## config.mk

```make
export PLATFORM = sky130hd
export DESIGN_NAME = i2c_target
export DESIGN_NICKNAME = d
export VERILOG_FILES = /design/src/rtl/i2c_defs_pkg.sv /design/src/rtl/i2c_line_sync.sv /design/src/rtl/i2c_target.sv
export SDC_FILE = /design/constraint.sdc
export NUM_CORES = 1
export LEC_CHECK = 0
export BUFFER_PORTS_ARGS = -buffer_cell sky130_fd_sc_hd__buf_4
export CAP_MARGIN = 40
export CORE_AREA = 2 2 75 77
export DETAILED_ROUTE_END_ITERATION = 6
export DIE_AREA = 0 0 77 79
export PLACE_DENSITY = 0.69
export SYNTH_ARGS = -nofsm -noshare
export SYNTH_HDL_FRONTEND = slang
export SYNTH_SLANG_ARGS = --single-unit
```

## constraint.sdc

```tcl
create_clock -name i_clk -period 4.7 [get_ports i_clk]
set_input_delay 0.235 -clock i_clk [delete_from_list [all_inputs] [get_ports i_clk]]
set_output_delay 0.235 -clock i_clk [all_outputs]
set_load 0.03 [all_outputs]
```

## src/rtl/i2c_defs_pkg.sv

```systemverilog
// Shared I2C target definitions: FSM states, R/W and ACK bit encodings.
package i2c_defs;

  typedef enum logic [3:0] {
    ST_IDLE,
    ST_ADDR,
    ST_ADDR_ACK,
    ST_IGNORE,
    ST_WR_BYTE,
    ST_WR_ACK,
    ST_RD_LOAD,
    ST_RD_BYTE,
    ST_RD_ACK
  } i2c_state_t;

  localparam logic I2C_RW_WRITE = 1'b0;
  localparam logic I2C_RW_READ  = 1'b1;
  localparam logic I2C_ACK      = 1'b0;
  localparam logic I2C_NACK     = 1'b1;

  // A transaction is "ours" once the address phase starts and until we drop off the bus.
  function automatic logic state_is_busy(input i2c_state_t s);
    return !((s == ST_IDLE) || (s == ST_IGNORE));
  endfunction

endpackage

```

## src/rtl/i2c_line_sync.sv

```systemverilog
// SCL/SDA synchronizer with edge, START and STOP detection on the synchronized lines.
module i2c_line_sync #(
  parameter int SYNC_STAGES = 2
) (
  input  logic i_clk,
  input  logic i_rst,
  input  logic i_scl_in,
  input  logic i_sda_in,
  output logic o_scl,
  output logic o_sda,
  output logic o_scl_rise,
  output logic o_scl_fall,
  output logic o_start,
  output logic o_stop
);

  logic [SYNC_STAGES-1:0] scl_sync_reg;
  logic [SYNC_STAGES-1:0] sda_sync_reg;
  logic [SYNC_STAGES-1:0] scl_sync_next;
  logic [SYNC_STAGES-1:0] sda_sync_next;
  logic                   scl_prev_reg;
  logic                   sda_prev_reg;

  // Stage 0 takes the raw pin, every later stage takes its predecessor.
  generate
    for (genvar gi = 0; gi < SYNC_STAGES; gi++) begin : g_sync
      if (gi == 0) begin : g_first
        assign scl_sync_next[gi] = i_scl_in;
        assign sda_sync_next[gi] = i_sda_in;
      end else begin : g_chain
        assign scl_sync_next[gi] = scl_sync_reg[gi-1];
        assign sda_sync_next[gi] = sda_sync_reg[gi-1];
      end
    end
  endgenerate

  // Reset to the idle-bus level (both lines high) so reset release never looks like an edge.
  always_ff @(posedge i_clk or posedge i_rst) begin
    if (i_rst) begin
      scl_sync_reg <= '1;
      sda_sync_reg <= '1;
      scl_prev_reg <= 1'b1;
      sda_prev_reg <= 1'b1;
    end else begin
      scl_sync_reg <= scl_sync_next;
      sda_sync_reg <= sda_sync_next;
      scl_prev_reg <= scl_sync_reg[SYNC_STAGES-1];
      sda_prev_reg <= sda_sync_reg[SYNC_STAGES-1];
    end
  end

  assign o_scl      = scl_sync_reg[SYNC_STAGES-1];
  assign o_sda      = sda_sync_reg[SYNC_STAGES-1];
  assign o_scl_rise = o_scl & ~scl_prev_reg;
  assign o_scl_fall = ~o_scl & scl_prev_reg;
  // SDA transitions only count as conditions while SCL is steadily high.
  assign o_start    = o_scl & scl_prev_reg & sda_prev_reg & ~o_sda;
  assign o_stop     = o_scl & scl_prev_reg & ~sda_prev_reg & o_sda;

endmodule

```

## src/rtl/i2c_target.sv

```systemverilog
// I2C target: address match, write bytes to an rx holding register, read bytes from a tx stream.
module i2c_target
  import i2c_defs::*;
#(
  parameter logic [6:0]  TARGET_ADDR = 7'h48,
  parameter int          DATA_DEPTH  = 8,
  parameter int          SYNC_STAGES = 2,
  parameter logic [7:0]  IDLE_FILL   = 8'hFF
) (
  input  logic                  i_clk,
  input  logic                  i_rst,
  input  logic                  i_scl_in,
  input  logic                  i_sda_in,
  output logic                  o_sda_oe,
  output logic [DATA_DEPTH-1:0] o_rx_bits,
  output logic                  o_rx_valid,
  input  logic                  i_rx_ready,
  input  logic [DATA_DEPTH-1:0] i_tx_bits,
  input  logic                  i_tx_valid,
  output logic                  o_tx_ready,
  output logic                  o_busy,
  output logic                  o_overrun,
  output logic                  o_underrun
);

  localparam logic [3:0] LAST_BIT = 4'(DATA_DEPTH - 1);

  logic line_scl, line_sda, scl_rise, scl_fall, line_start, line_stop;
  logic sample_en;

  i2c_state_t            state_reg;
  logic [3:0]            bit_cnt_reg;
  logic [DATA_DEPTH-1:0] shift_reg;
  logic                  rw_reg;
  logic                  ack_reg;
  logic                  phase_reg;
  logic                  oe_reg;
  logic [DATA_DEPTH-1:0] rx_bits_reg;
  logic                  rx_valid_reg;
  logic                  tx_ready_reg;
  logic                  overrun_reg;
  logic                  underrun_reg;

  i2c_line_sync #(.SYNC_STAGES(SYNC_STAGES)) u_line_sync (
    .i_clk      (i_clk),
    .i_rst      (i_rst),
    .i_scl_in   (i_scl_in),
    .i_sda_in   (i_sda_in),
    .o_scl      (line_scl),
    .o_sda      (line_sda),
    .o_scl_rise (scl_rise),
    .o_scl_fall (scl_fall),
    .o_start    (line_start),
    .o_stop     (line_stop)
  );

  // SDA is read at the SCL rising edge, i.e. with SCL known high.
  assign sample_en = scl_rise & line_scl;

  // Protocol FSM; SDA drive only updates the cycle after an SCL fall so it never moves while SCL is high.
  always_ff @(posedge i_clk or posedge i_rst) begin
    if (i_rst) begin
      state_reg    <= ST_IDLE;
      bit_cnt_reg  <= '0;
      shift_reg    <= '0;
      rw_reg       <= I2C_RW_WRITE;
      ack_reg      <= 1'b0;
      phase_reg    <= 1'b0;
      oe_reg       <= 1'b0;
      rx_bits_reg  <= '0;
      rx_valid_reg <= 1'b0;
      tx_ready_reg <= 1'b0;
      overrun_reg  <= 1'b0;
      underrun_reg <= 1'b0;
    end else begin
      tx_ready_reg <= 1'b0;
      overrun_reg  <= 1'b0;
      underrun_reg <= 1'b0;
      // Holding register drains independently of bus activity, and survives STOP.
      if (rx_valid_reg && i_rx_ready) rx_valid_reg <= 1'b0;

      if (line_stop) begin
        state_reg <= ST_IDLE;
        oe_reg    <= 1'b0;
      end else if (line_start) begin
        state_reg   <= ST_ADDR;
        bit_cnt_reg <= '0;
        oe_reg      <= 1'b0;
      end else begin
        case (state_reg)
          ST_ADDR: begin
            if (sample_en) begin
              shift_reg   <= {shift_reg[DATA_DEPTH-2:0], line_sda};
              bit_cnt_reg <= bit_cnt_reg + 4'd1;
              if (bit_cnt_reg == LAST_BIT) begin
                bit_cnt_reg <= '0;
                phase_reg   <= 1'b0;
                // shift_reg[6:0] holds the first seven bits, the incoming bit is R/W.
                if (shift_reg[6:0] == TARGET_ADDR) begin
                  rw_reg    <= line_sda;
                  state_reg <= ST_ADDR_ACK;
                end else begin
                  state_reg <= ST_IGNORE;
                end
              end
            end
          end
          ST_ADDR_ACK: begin
            if (scl_fall) begin
              if (!phase_reg) begin
                oe_reg    <= 1'b1;
                phase_reg <= 1'b1;
              end else if (rw_reg == I2C_RW_READ) begin
                // ACK stays driven one more cycle; RD_LOAD replaces it with the first data bit.
                state_reg <= ST_RD_LOAD;
              end else begin
                oe_reg      <= 1'b0;
                bit_cnt_reg <= '0;
                state_reg   <= ST_WR_BYTE;
              end
            end
          end
          ST_WR_BYTE: begin
            if (sample_en) begin
              shift_reg   <= {shift_reg[DATA_DEPTH-2:0], line_sda};
              bit_cnt_reg <= bit_cnt_reg + 4'd1;
              if (bit_cnt_reg == LAST_BIT) begin
                bit_cnt_reg <= '0;
                phase_reg   <= 1'b0;
                state_reg   <= ST_WR_ACK;
                if (!rx_valid_reg) begin
                  rx_bits_reg  <= {shift_reg[DATA_DEPTH-2:0], line_sda};
                  rx_valid_reg <= 1'b1;
                  ack_reg      <= 1'b1;
                end else begin
                  ack_reg     <= 1'b0;
                  overrun_reg <= 1'b1;
                end
              end
            end
          end
          ST_WR_ACK: begin
            if (scl_fall) begin
              if (!phase_reg) begin
                oe_reg    <= ack_reg;
                phase_reg <= 1'b1;
              end else begin
                oe_reg      <= 1'b0;
                bit_cnt_reg <= '0;
                state_reg   <= ST_WR_BYTE;
              end
            end
          end
          ST_RD_LOAD: begin
            if (i_tx_valid) begin
              shift_reg    <= i_tx_bits;
              oe_reg       <= ~i_tx_bits[DATA_DEPTH-1];
              tx_ready_reg <= 1'b1;
            end else begin
              shift_reg    <= IDLE_FILL;
              oe_reg       <= ~IDLE_FILL[DATA_DEPTH-1];
              underrun_reg <= 1'b1;
            end
            bit_cnt_reg <= '0;
            state_reg   <= ST_RD_BYTE;
          end
          ST_RD_BYTE: begin
            if (scl_fall) begin
              if (bit_cnt_reg == LAST_BIT) begin
                oe_reg      <= 1'b0;
                bit_cnt_reg <= '0;
                phase_reg   <= 1'b0;
                state_reg   <= ST_RD_ACK;
              end else begin
                oe_reg      <= ~shift_reg[DATA_DEPTH-2];
                shift_reg   <= {shift_reg[DATA_DEPTH-2:0], 1'b0};
                bit_cnt_reg <= bit_cnt_reg + 4'd1;
              end
            end
          end
          ST_RD_ACK: begin
            if (sample_en) begin
              if (line_sda == I2C_NACK) state_reg <= ST_IGNORE;
              else                      phase_reg <= 1'b1;
            end else if (scl_fall && phase_reg) begin
              state_reg <= ST_RD_LOAD;
            end
          end
          ST_IDLE, ST_IGNORE: begin
          end
          default: state_reg <= ST_IDLE;
        endcase
      end
    end
  end

  assign o_sda_oe   = oe_reg;
  assign o_rx_bits  = rx_bits_reg;
  assign o_rx_valid = rx_valid_reg;
  assign o_tx_ready = tx_ready_reg;
  assign o_overrun  = overrun_reg;
  assign o_underrun = underrun_reg;
  assign o_busy     = state_is_busy(state_reg);

endmodule
```

==> results.json, run 1 <==
{
  "period_minus_slack_ns": 2.74,
  "rrSetupSlack_ns": 1.96,
  "vias": 1858,
  "floorplan.rows": 27,
  "reg2reg_depth": 5,
  "crit_path_end_kind": "flip-flop",
  "overflow": 0,
  "crit_fanout": 10,
  "ant_nets": 0,
  "ys_seq_area_share_pct": 41.0,
  "grt_pass1_vias": 1656,
  "p_leak_nw": 1.14,
  "powerDensity_mw_per_mm2": 314,
  "rr_startpoint": "u_line_sync.scl_sync_reg[1]$_DFF_PP1_",
  "cts_tree": "yes",
  "ys_ff_latch": 37,
  "setup_slack_ns": 1.96,
  "routed_wl_microns": 5020,
  "fp.dieW_microns": 77,
  "ios": 28,
  "holdCritPathClass": "in2async",
  "fmax_ghz": 0.365,
  "clkTransAtPathRegs_ns": 0.07,
  "dieArea_sq_mm": 0.00608,
  "syn_to_final_growth_pct": 14.1,
  "crit_arrival_ns": 2.92,
  "htreeDepth": 2,
  "grt_max_degree": 38,
  "final_common_cell": "dfrtp_1",
  "grt_antenna_before_repair": 0,
  "avgSynthCellArea_sq_um": 9.56,
  "slew_headroom_pct": 40.8,
  "r2r-end": "o_rx_bits[0]$_DFFE_PP0P_",
  "synth.distinct_cells": 58,
  "status": "completed",
  "path_class": "reg2reg",
  "hpwl_microns": 3500,
  "grtUsageTotal_pct": 17.8,
  "worstMarginPinSlew_ns": 0.889,
  "hold_viol_final": 0,
  "post-place-ws_ns": 1.96,
  "clk_path_buf_depth": 2,
  "first_iter_violations": 287,
  "dp_cells": 321,
  "dieHeight_microns": 79,
  "place_area_sq_mm": 0.00246,
  "clk_latency_ns": 0.29,
  "synthFlopType": "dfrtp_1",
  "cts_sinks": 37,
  "grt_pass1_wl_microns": 8410,
  "setup_viol": 0,
  "fin_cells": 329,
  "finalSetupTns_ns": 0,
  "synth_nets": 253,
  "fin_util_pct": 48.7,
  "numCtsBuffers": 5,
  "ys_warn_count": 0,
  "largest_register_ff_count": 8,
  "drt_pass1_iterations": 4,
  "cts_resized": 0,
  "fin_area_sq_mm": 0.00260,
  "final_cell_mix": "dfrtp_1 (31), buf_4 (28), nor2_1 (23)",
  "clock-skew-final_ns": 0.00966,
  "synth-edff-count": 0,
  "ir_worst_vdd_uv": 191,
  "layout-drive-gt1-share_pct": 26.1,
  "place.gp.congestion": 0.939,
  "required_ns": 4.87,
  "grt_setup_unrepaired": "false",
  "syn_inst": 238,
  "postCtsSetupBuffers": 0,
  "startpoint": "u_line_sync.scl_sync_reg[1]$_DFF_PP1_",
  "fin_crit_sh_pct": 58.4,
  "design.core.area_sq_mm": 0.00534,
  "insertedDiodeCount": 0,
  "slew_violations": 0,
  "drc": 0,
  "startpoint_type": "flip-flop",
  "async_flop_share_pct": 100,
  "start_util_pct": 42.6,
  "postCtsHoldBufs": 0,
  "vias_per_cell": 5.65,
  "root_buffer": "clkbuf_8",
  "wl_per_cell_microns": 15.3,
  "syn-cell-area_sq_mm": 0.00228,
  "fin_nets": 271,
  "port-buffer-count": 27,
  "cap_violations": 0
}
[layer usage]
metal	vias up	wire length (microns)	GRT usage [%]
met4	0	101	6.79
met3	11	403	3.98
li1	899	-	-
met1	862	2200	25.8
met5	-	0	0
met2	86	2310	25.9
[worst max path at each step]
stage / cells past startpoint / slack (ns) / end
3_5_place_dp: 5 / 1.96 / o_rx_bits[0]$_DFFE_PP0P_
5_1_grt: 5 / 1.72 / o_rx_bits[1]$_DFFE_PP0P_
3_3_place_gp: 5 / 1.98 / o_rx_bits[5]$_DFFE_PP0P_
2_1_floorplan: 8 / 2.65 / o_rx_bits[0]$_DFFE_PP0P_
4_1_cts: 5 / 1.96 / o_rx_bits[0]$_DFFE_PP0P_
6_report: 5 / 1.96 / o_rx_bits[0]$_DFFE_PP0P_
[synth_stat cells, types with 2 or more instances]
cell type,instances,share of area (%)
buf_2,6,1.3
dfrtp_1,31,34
a41oi_1,2,0.77
nand2b_1,9,2.5
o21ai_1,5,1.1
mux2_1,2,0.99
nor2b_1,7,1.9
inv_2,2,0.33
xor2_1,2,0.77
o31ai_1,2,0.66
buf_6,4,2.0
nor2_1,23,3.8
nand3_1,7,1.5
o21ai_0,5,1.1
nand2_1,14,2.3
mux2_4,7,4.6
mux2i_1,2,0.88
nor3_1,5,1.1
a21oi_1,14,3.1
and3_1,6,1.6
clkbuf_1,4,0.66
o21bai_1,3,0.99
a211o_1,2,0.77
buf_4,3,0.99
mux2_2,8,4.0
o22ai_1,5,1.4
inv_1,11,1.8
o32ai_1,2,0.77
a31oi_1,8,2.2
dfstp_2,6,6.9
nand3b_1,2,0.66
nor4b_1,2,0.77
nand4b_1,2,0.77
[report_power, final]
part	total [mW]	switching [mW]	leakage [nW]	internal, mW
clock	0.323	0.112	0.0681	0.211
combinational	0.115	0.0519	0.611	0.0630
sequential	0.378	0.0347	0.466	0.344
total	0.816	0.199	1.14	0.618
[worst max-delay path, stage by stage, from the launching register on]
cell	delay (ns)
dfstp_2	0.61
nor2b_1	0.49
nand2_1	0.18
nor4_2	0.31
nor2b_1	0.65
mux2_2	0.40
[through the flow]
step                hold slack (ns)  total power [mW]
finish                       0.0429             0.816
global route                 0.0390             0.857
CTS                          0.0424             0.822
detailed placement            0.346             0.499
global placement              0.343             0.497
floorplan                     0.239             0.467
[kinds of logic (layout without fill, tap and decap cells)]
family | count (synthesis) | count (layout) | share of synthesized area (%)
AOI/OAI and AO/OA | 59 | 59 | 17.4
buffers and inverters | 30 | 49 | 7.09
xor gates and xnor gates | 3 | 3 | 1.15
DFF | 37 | 37 | 41.0
muxes | 19 | 19 | 10.4
adders and majority gates | 1 | 1 | 0.550
and+or+nand+nor | 89 | 89 | 22.4
[final cells by class]
| type | instances | area (sq um) |
|---|---|---|
| fillers | 531 | 2740 |
| multi-input cells | 171 | 1180 |
| flip-flops and latches | 37 | 933 |
| repair buffers | 28 | 210 |
| well taps | 72 | 90.1 |
| clock buffers | 5 | 68.8 |
| clock inverters | 3 | 65.1 |
| inverters | 13 | 48.8 |
No activity file was read; power rests on OpenSTA's default activity.
==> inputs of run 2 (changes only) <==
clock period = 2.6 ns   (was 4.7 ns; I/O delays follow)
==> results.json, run 2 (synthesis gave the netlist of run 1 again) <==
{
  "status": "completed",
  "grt_pass1_vias": 1840,
  "slew_headroom_pct": 61.8,
  "powerDensity_mw_per_mm2": 522,
  "start_util_pct": 42.6,
  "design.core.area_sq_mm": 0.00534,
  "fillCellCount": 523,
  "fmax_ghz": 0.444,
  "wl_met2_microns": 2440,
  "fin_cells": 347,
  "root_buffer": "clkbuf_8",
  "routed_wl_microns": 5190,
  "postCtsSetupBuffers": 0,
  "numCtsBuffers": 5,
  "clkTransAtPathRegs_ns": 0.07,
  "clk_latency_ns": 0.29,
  "crit_path_end_kind": "flip-flop",
  "dr_wl_met3_microns": 329,
  "slew_violations": 0,
  "power_frac_clock_pct": 36.4,
  "worstMarginPinSlew_ns": 0.572,
  "swShare_pct": 25.8,
  "largest_register_ff_count": 8,
  "fin_crit_sh_pct": 86.7,
  "grt_setup_unrepaired": "false",
  "rrSetupSlack_ns": 0.35,
  "path_class": "reg2reg",
  "drc": 0,
  "top_layer": "met4",
  "postCtsHoldBufs": 3,
  "rr_startpoint": "state_reg[2]$_DFFE_PP0P_",
  "syn_to_final_growth_pct": 19.8,
  "grt_pass1_wl_microns": 8830,
  "vias": 1912,
  "ff_latch_area_sq_um": 933,
  "final_common_cell": "buf_4",
  "m1WireLength_microns": 2310,
  "hold_depth": 2,
  "final_cell_mix": "buf_4 (43), dfrtp_1 (31), nor2_1 (23)",
  "p_comb_share_pct": 15.8,
  "multiInputGateArea_sq_mm": 0.00118,
  "finalSetupTns_ns": 0,
  "clock-skew-final_ns": 0.00886,
  "dp_cells": 336,
  "htreeDepth": 2,
  "cts_tree": "yes",
  "r2r-end": "state_reg[0]$_DFFE_PP0P_",
  "sequentialPowerShare_pct": 47.8,
  "intPower_mw": 1.06,
  "floorplan.rows": 27,
  "cp_slowest_stage_delay_ns": 0.59,
  "setup_viol": 0,
  "ios": 28,
  "hold_start": "i_tx_valid",
  "hold_end": "o_underrun$_DFF_PP0_",
  "place.gp.congestion": 0.964,
  "port-buffer-count": 27,
  "crit_arrival_ns": 2.43,
  "cts_resized": 0,
  "period_minus_slack_ns": 2.25,
  "ir_worst_vdd_uv": 398,
  "cts_sinks": 37,
  "grtUsageTotal_pct": 18.0,
  "p_leak_nw": 1.22,
  "vias_per_cell": 5.51,
  "drt_pass1_iterations": 5,
  "layout-drive-gt1-share_pct": 29.8,
  "wl_per_cell_microns": 15.0,
  "holdCritPathClass": "in2reg",
  "fin_nets": 289,
  "cp_slowest_cell": "dfrtp_1",
  "hold_viol_final": 0,
  "startpoint_type": "flip-flop",
  "ant_nets": 0,
  "fp.dieW_microns": 77,
  "reg2reg_depth": 7,
  "cap_violations": 0,
  "crit_fanout": 19,
  "path_cells": "buf_4, nor4b_2, a21boi_1, nand2b_1, a41oi_1, a211oi_2, mux2_1",
  "required_ns": 2.77,
  "insertedDiodeCount": 0,
  "dieHeight_microns": 79,
  "p_sw_uw": 367,
  "first_iter_violations": 119,
  "grt_max_degree": 38,
  "dieArea_sq_mm": 0.00608,
  "grt_antenna_before_repair": 0,
  "overflow": 0,
  "clk_path_buf_depth": 2,
  "hpwl_microns": 3800
}
[run 2: cell count changes in the layout (fill, tap and decap cells not counted), sizes merged]
| cell | delta |
|---|---|
| buf | +15 |
| bufinv | -1 |
| clkbuf | +1 |
| clkinv | -1 |
| clkinvlp | +1 |
| dlygate4sd3 | +3 |
[run 2: critical path: cells and delay by family, from the launching register on]
family	cells	cell delay (ns)
muxes	1	0.31
AOI/OAI and AO/OA	3	0.58
DFF	1	0.59
and+or+nand+nor	2	0.39
buffers and inverters	1	0.26
[run 2: layer usage]
metal / GRT usage, % / vias up
li1: - / 927
met1: 24.5 / 901
met2: 28.2 / 72
met3: 3.52 / 12
met4: 7.68 / 0
met5: 0 / -
[run 2: final cells by class]
class                      instances  area share, %
multi-input combinational        171           43.3
sequential                        37           34.2
timing repair buffer              46           12.9
tap                               72           3.30
clock buffer                       6           3.03
inverter                          13           1.79
clock inverter                     2           1.38
[run 2: per-stage QoR]
stage | power (mW) | util (%) | setup slack [ns] | cell area, sq um | hold slack (ns)
3_3_place_gp | 0.906 | 48.3 | 0.452 | 2580 | 0.238
4_1_cts | 1.44 | 51.1 | 0.374 | 2730 | 0.0820
3_5_place_dp | 0.910 | 48.3 | 0.408 | 2580 | 0.240
2_1_floorplan | 0.844 | - | 0.547 | 2280 | 0.134
6_report | 1.42 | 51.1 | 0.346 | 2730 | 0.0902
5_1_grt | 1.49 | 51.1 | 0.173 | 2730 | 0.105
[run 2: power by group through the flow]
stage               sequential (mW)  combinational [mW]  clock [mW]
global route                  0.687               0.247       0.557
floorplan                     0.661               0.183           0
detailed placement            0.688               0.223           0
finish                        0.680               0.225       0.518
global placement              0.688               0.218           0
CTS                           0.678               0.227       0.531
[run 2: worst max path at each step]
stage,start,to,slack (ns),cells after the start
final,state_reg[2]$_DFFE_PP0P_,state_reg[0]$_DFFE_PP0P_,0.35,7
after global routing,state_reg[2]$_DFFE_PP0P_,state_reg[0]$_DFFE_PP0P_,0.17,7
after CTS,state_reg[2]$_DFFE_PP0P_,state_reg[0]$_DFFE_PP0P_,0.37,7
after detailed placement,state_reg[2]$_DFFE_PP0P_,state_reg[0]$_DFFE_PP0P_,0.41,7
after global placement,u_line_sync.scl_sync_reg[1]$_DFF_PP1_,o_rx_bits[5]$_DFFE_PP0P_,0.45,6
after floorplan,u_line_sync.scl_sync_reg[1]$_DFF_PP1_,o_rx_bits[0]$_DFFE_PP0P_,0.55,8
==> inputs of run 3 (changes only) <==
CORE_AREA = 2 2 73 75   (was 2 2 75 77)
DIE_AREA = 0 0 75 77   (was 0 0 77 79)
PLACE_DENSITY = 0.7   (was 0.69)
SYNTH_HIERARCHICAL = 1   (was default)
==> results.json, run 3 <==
{
  "status": "completed",
  "floorplan.rows": 26,
  "crit_path_end_kind": "flip-flop",
  "grt_pass1_vias": 1691,
  "final_cell_mix": "buf_4 (34), dfrtp_1 (31), nand2_1 (20)",
  "hold_viol_final": 0,
  "cts_resized": 0,
  "powerDensity_mw_per_mm2": 885,
  "intPower_mw": 1.43,
  "postCtsHoldBufs": 4,
  "setup_viol": 0,
  "path_class": "reg2reg",
  "power_frac_clock_pct": 22.3,
  "post-place-ws_ns": 0.189,
  "hold_end": "o_underrun$_DFF_PP0_",
  "reg2reg_depth": 6,
  "p_leak_nw": 1.19,
  "ys_ff_latch": 37,
  "slew_headroom_pct": 60.7,
  "dieArea_sq_mm": 0.00578,
  "synthFlopType": "dfrtp_1",
  "yosysTopAreaCell": "dfrtp_1",
  "ys_top_cells_by_area": "dfrtp_1 (36%), mux2_2 (8.3%), dfstp_2 (7.2%), nand2_1 (3.4%), nor2_1 (3.1%)",
  "avgSynthCellArea_sq_um": 9.74,
  "rrSetupSlack_ns": 0.16,
  "r2r-end": "o_rx_bits[4]$_DFFE_PP0P_",
  "final_common_cell": "buf_4",
  "finalSetupTns_ns": 0,
  "place.gp.congestion": 0.872,
  "insertedDiodeCount": 0,
  "hold_depth": 2,
  "crit_fanout": 10,
  "syn_inst": 224,
  "slew_violations": 0,
  "root_buffer": "clkbuf_8",
  "layout-drive-gt1-share_pct": 28.7,
  "holdCritPathClass": "in2reg",
  "numCtsBuffers": 5,
  "fp.dieW_microns": 75,
  "dieHeight_microns": 77,
  "vias": 1745,
  "startpoint_type": "flip-flop",
  "overflow": 0,
  "drt_pass1_iterations": 4,
  "worstMarginPinSlew_ns": 0.589,
  "synth_top_area_share_pct": 35.6,
  "cts_tree": "yes",
  "wl_per_cell_microns": 15.1,
  "fin_crit_sh_pct": 93.9,
  "grt_antenna_before_repair": 0,
  "fin_area_sq_mm": 0.00262,
  "setup_slack_ns": 0.160,
  "fin_nets": 272,
  "syn_to_final_growth_pct": 19.9,
  "cts_sinks": 37,
  "syn-cell-area_sq_mm": 0.00218,
  "port-buffer-count": 27,
  "place_area_sq_mm": 0.00246,
  "required_ns": 2.78,
  "ir_worst_vdd_uv": 376,
  "htreeDepth": 2,
  "period_minus_slack_ns": 2.44,
  "async_flop_share_pct": 100,
  "ys_seq_area_share_pct": 42.8,
  "synth_commonest_cells": "dfrtp_1 (31), nand2_1 (20), nor2_1 (18)",
  "start_util_pct": 43.8,
  "routed_wl_microns": 4940,
  "hold_start": "i_tx_valid",
  "design.core.area_sq_mm": 0.00498,
  "p_comb_share_pct": 40.6,
  "first_iter_violations": 140,
  "grtUsageTotal_pct": 18.9,
  "crit_arrival_ns": 2.62,
  "sequentialPowerShare_pct": 37.1,
  "ant_nets": 0,
  "postCtsSetupBuffers": 0,
  "ios": 28,
  "synth_nets": 239,
  "hpwl_microns": 3530,
  "clock-skew-final_ns": 0.00579,
  "synth.distinct_cells": 53,
  "grt_max_degree": 32,
  "clk_path_buf_depth": 2,
  "clkTransAtPathRegs_ns": 0.08,
  "rr_startpoint": "u_line_sync/sda_sync_reg[1]$_DFF_PP1_",
  "swShare_pct": 38.3,
  "largest_register_ff_count": 8,
  "grt_pass1_wl_microns": 8400,
  "synth-edff-count": 0,
  "yosysMostFrequentCell": "dfrtp_1",
  "fmax_ghz": 0.410,
  "vias_per_cell": 5.32,
  "cap_violations": 0,
  "p_sw_uw": 887,
  "grt_setup_unrepaired": "false",
  "drc": 0,
  "clk_latency_ns": 0.30,
  "ys_warn_count": 6
}
==> run 3: logic make-up after synthesis <==
kind of cell / synth area share [%]
buffers and inverters: 4.99
adder cells (fa/ha/maj): 0.574
flip-flops: 42.8
XOR/XNOR: 1.21
AND/OR/NAND/NOR: 26.0
multiplexers: 10.1
AO/OA/AOI/OAI: 14.3
==> run 3: worst max path at each step <==
stage / from / end / slack, ns
finish: u_line_sync/sda_sync_reg[1]$_DFF_PP1_ / o_rx_bits[4]$_DFFE_PP0P_ / 0.16
global route: u_line_sync/sda_sync_reg[1]$_DFF_PP1_ / o_rx_bits[3]$_DFFE_PP0P_ / 0.002
CTS: u_line_sync/sda_sync_reg[1]$_DFF_PP1_ / o_rx_bits[1]$_DFFE_PP0P_ / 0.15
detailed placement: u_line_sync/sda_sync_reg[1]$_DFF_PP1_ / o_rx_bits[4]$_DFFE_PP0P_ / 0.19
global placement: u_line_sync/sda_sync_reg[1]$_DFF_PP1_ / o_rx_bits[5]$_DFFE_PP0P_ / 0.24
floorplan: u_line_sync/sda_sync_reg[1]$_DFF_PP1_ / shift_reg[0]$_DFFE_PP0P_ / 0.50
==> run 3: final cells by class <==
| type | instances | area [sq um] |
|---|---|---|
| Tap cell | 70 | 87.6 |
| Sequential cell | 37 | 933 |
| Timing Repair Buffer | 38 | 295 |
| Fill cell | 468 | 2360 |
| Clock inverter | 3 | 46.3 |
| Inverter | 12 | 45.0 |
| Multi-Input combinational cell | 163 | 1140 |
| Clock buffer | 5 | 68.8 |
==> run 3: per-stage QoR <==
stage	instances	hold WS (ns)	power (mW)	utilization [%]
after floorplan	224	0.129	1.58	-
final	328	0.0795	2.31	52.5
after detailed placement	316	0.239	1.80	49.4
after CTS	328	0.0709	2.32	52.5
after global routing	328	0.0847	2.46	52.5
after global placement	316	0.239	1.79	49.4
==> run 3: worst max-delay path, cell delays in order, from the launching register on <==
cell and delay, ns:
dfstp_2 0.59, and4b_1 0.26, nor2_1 0.37, nand3_1 0.18, nand3b_1 0.27, nor2_4 0.29, mux2_2 0.38
==> run 3: power groups by stage <==
stage	clock network, mW	registers (mW)	logic [mW]
finish	0.516	0.859	0.939
global route	0.555	0.882	1.02
CTS	0.524	0.858	0.941
detailed placement	0	0.867	0.932
global placement	0	0.863	0.926
floorplan	0	0.786	0.797
==> run 3: per-layer routing <==
| layer | track usage [%] | vias to the layer above | wire (microns) |
|---|---|---|---|
| met1 | 26.6 | 840 | 2350 |
| met4 | 7.32 | 0 | 72 |
| met5 | 0 | - | 0 |
| met3 | 3.68 | 6 | 169 |
| met2 | 28.4 | 35 | 2350 |
| li1 | - | 864 | - |
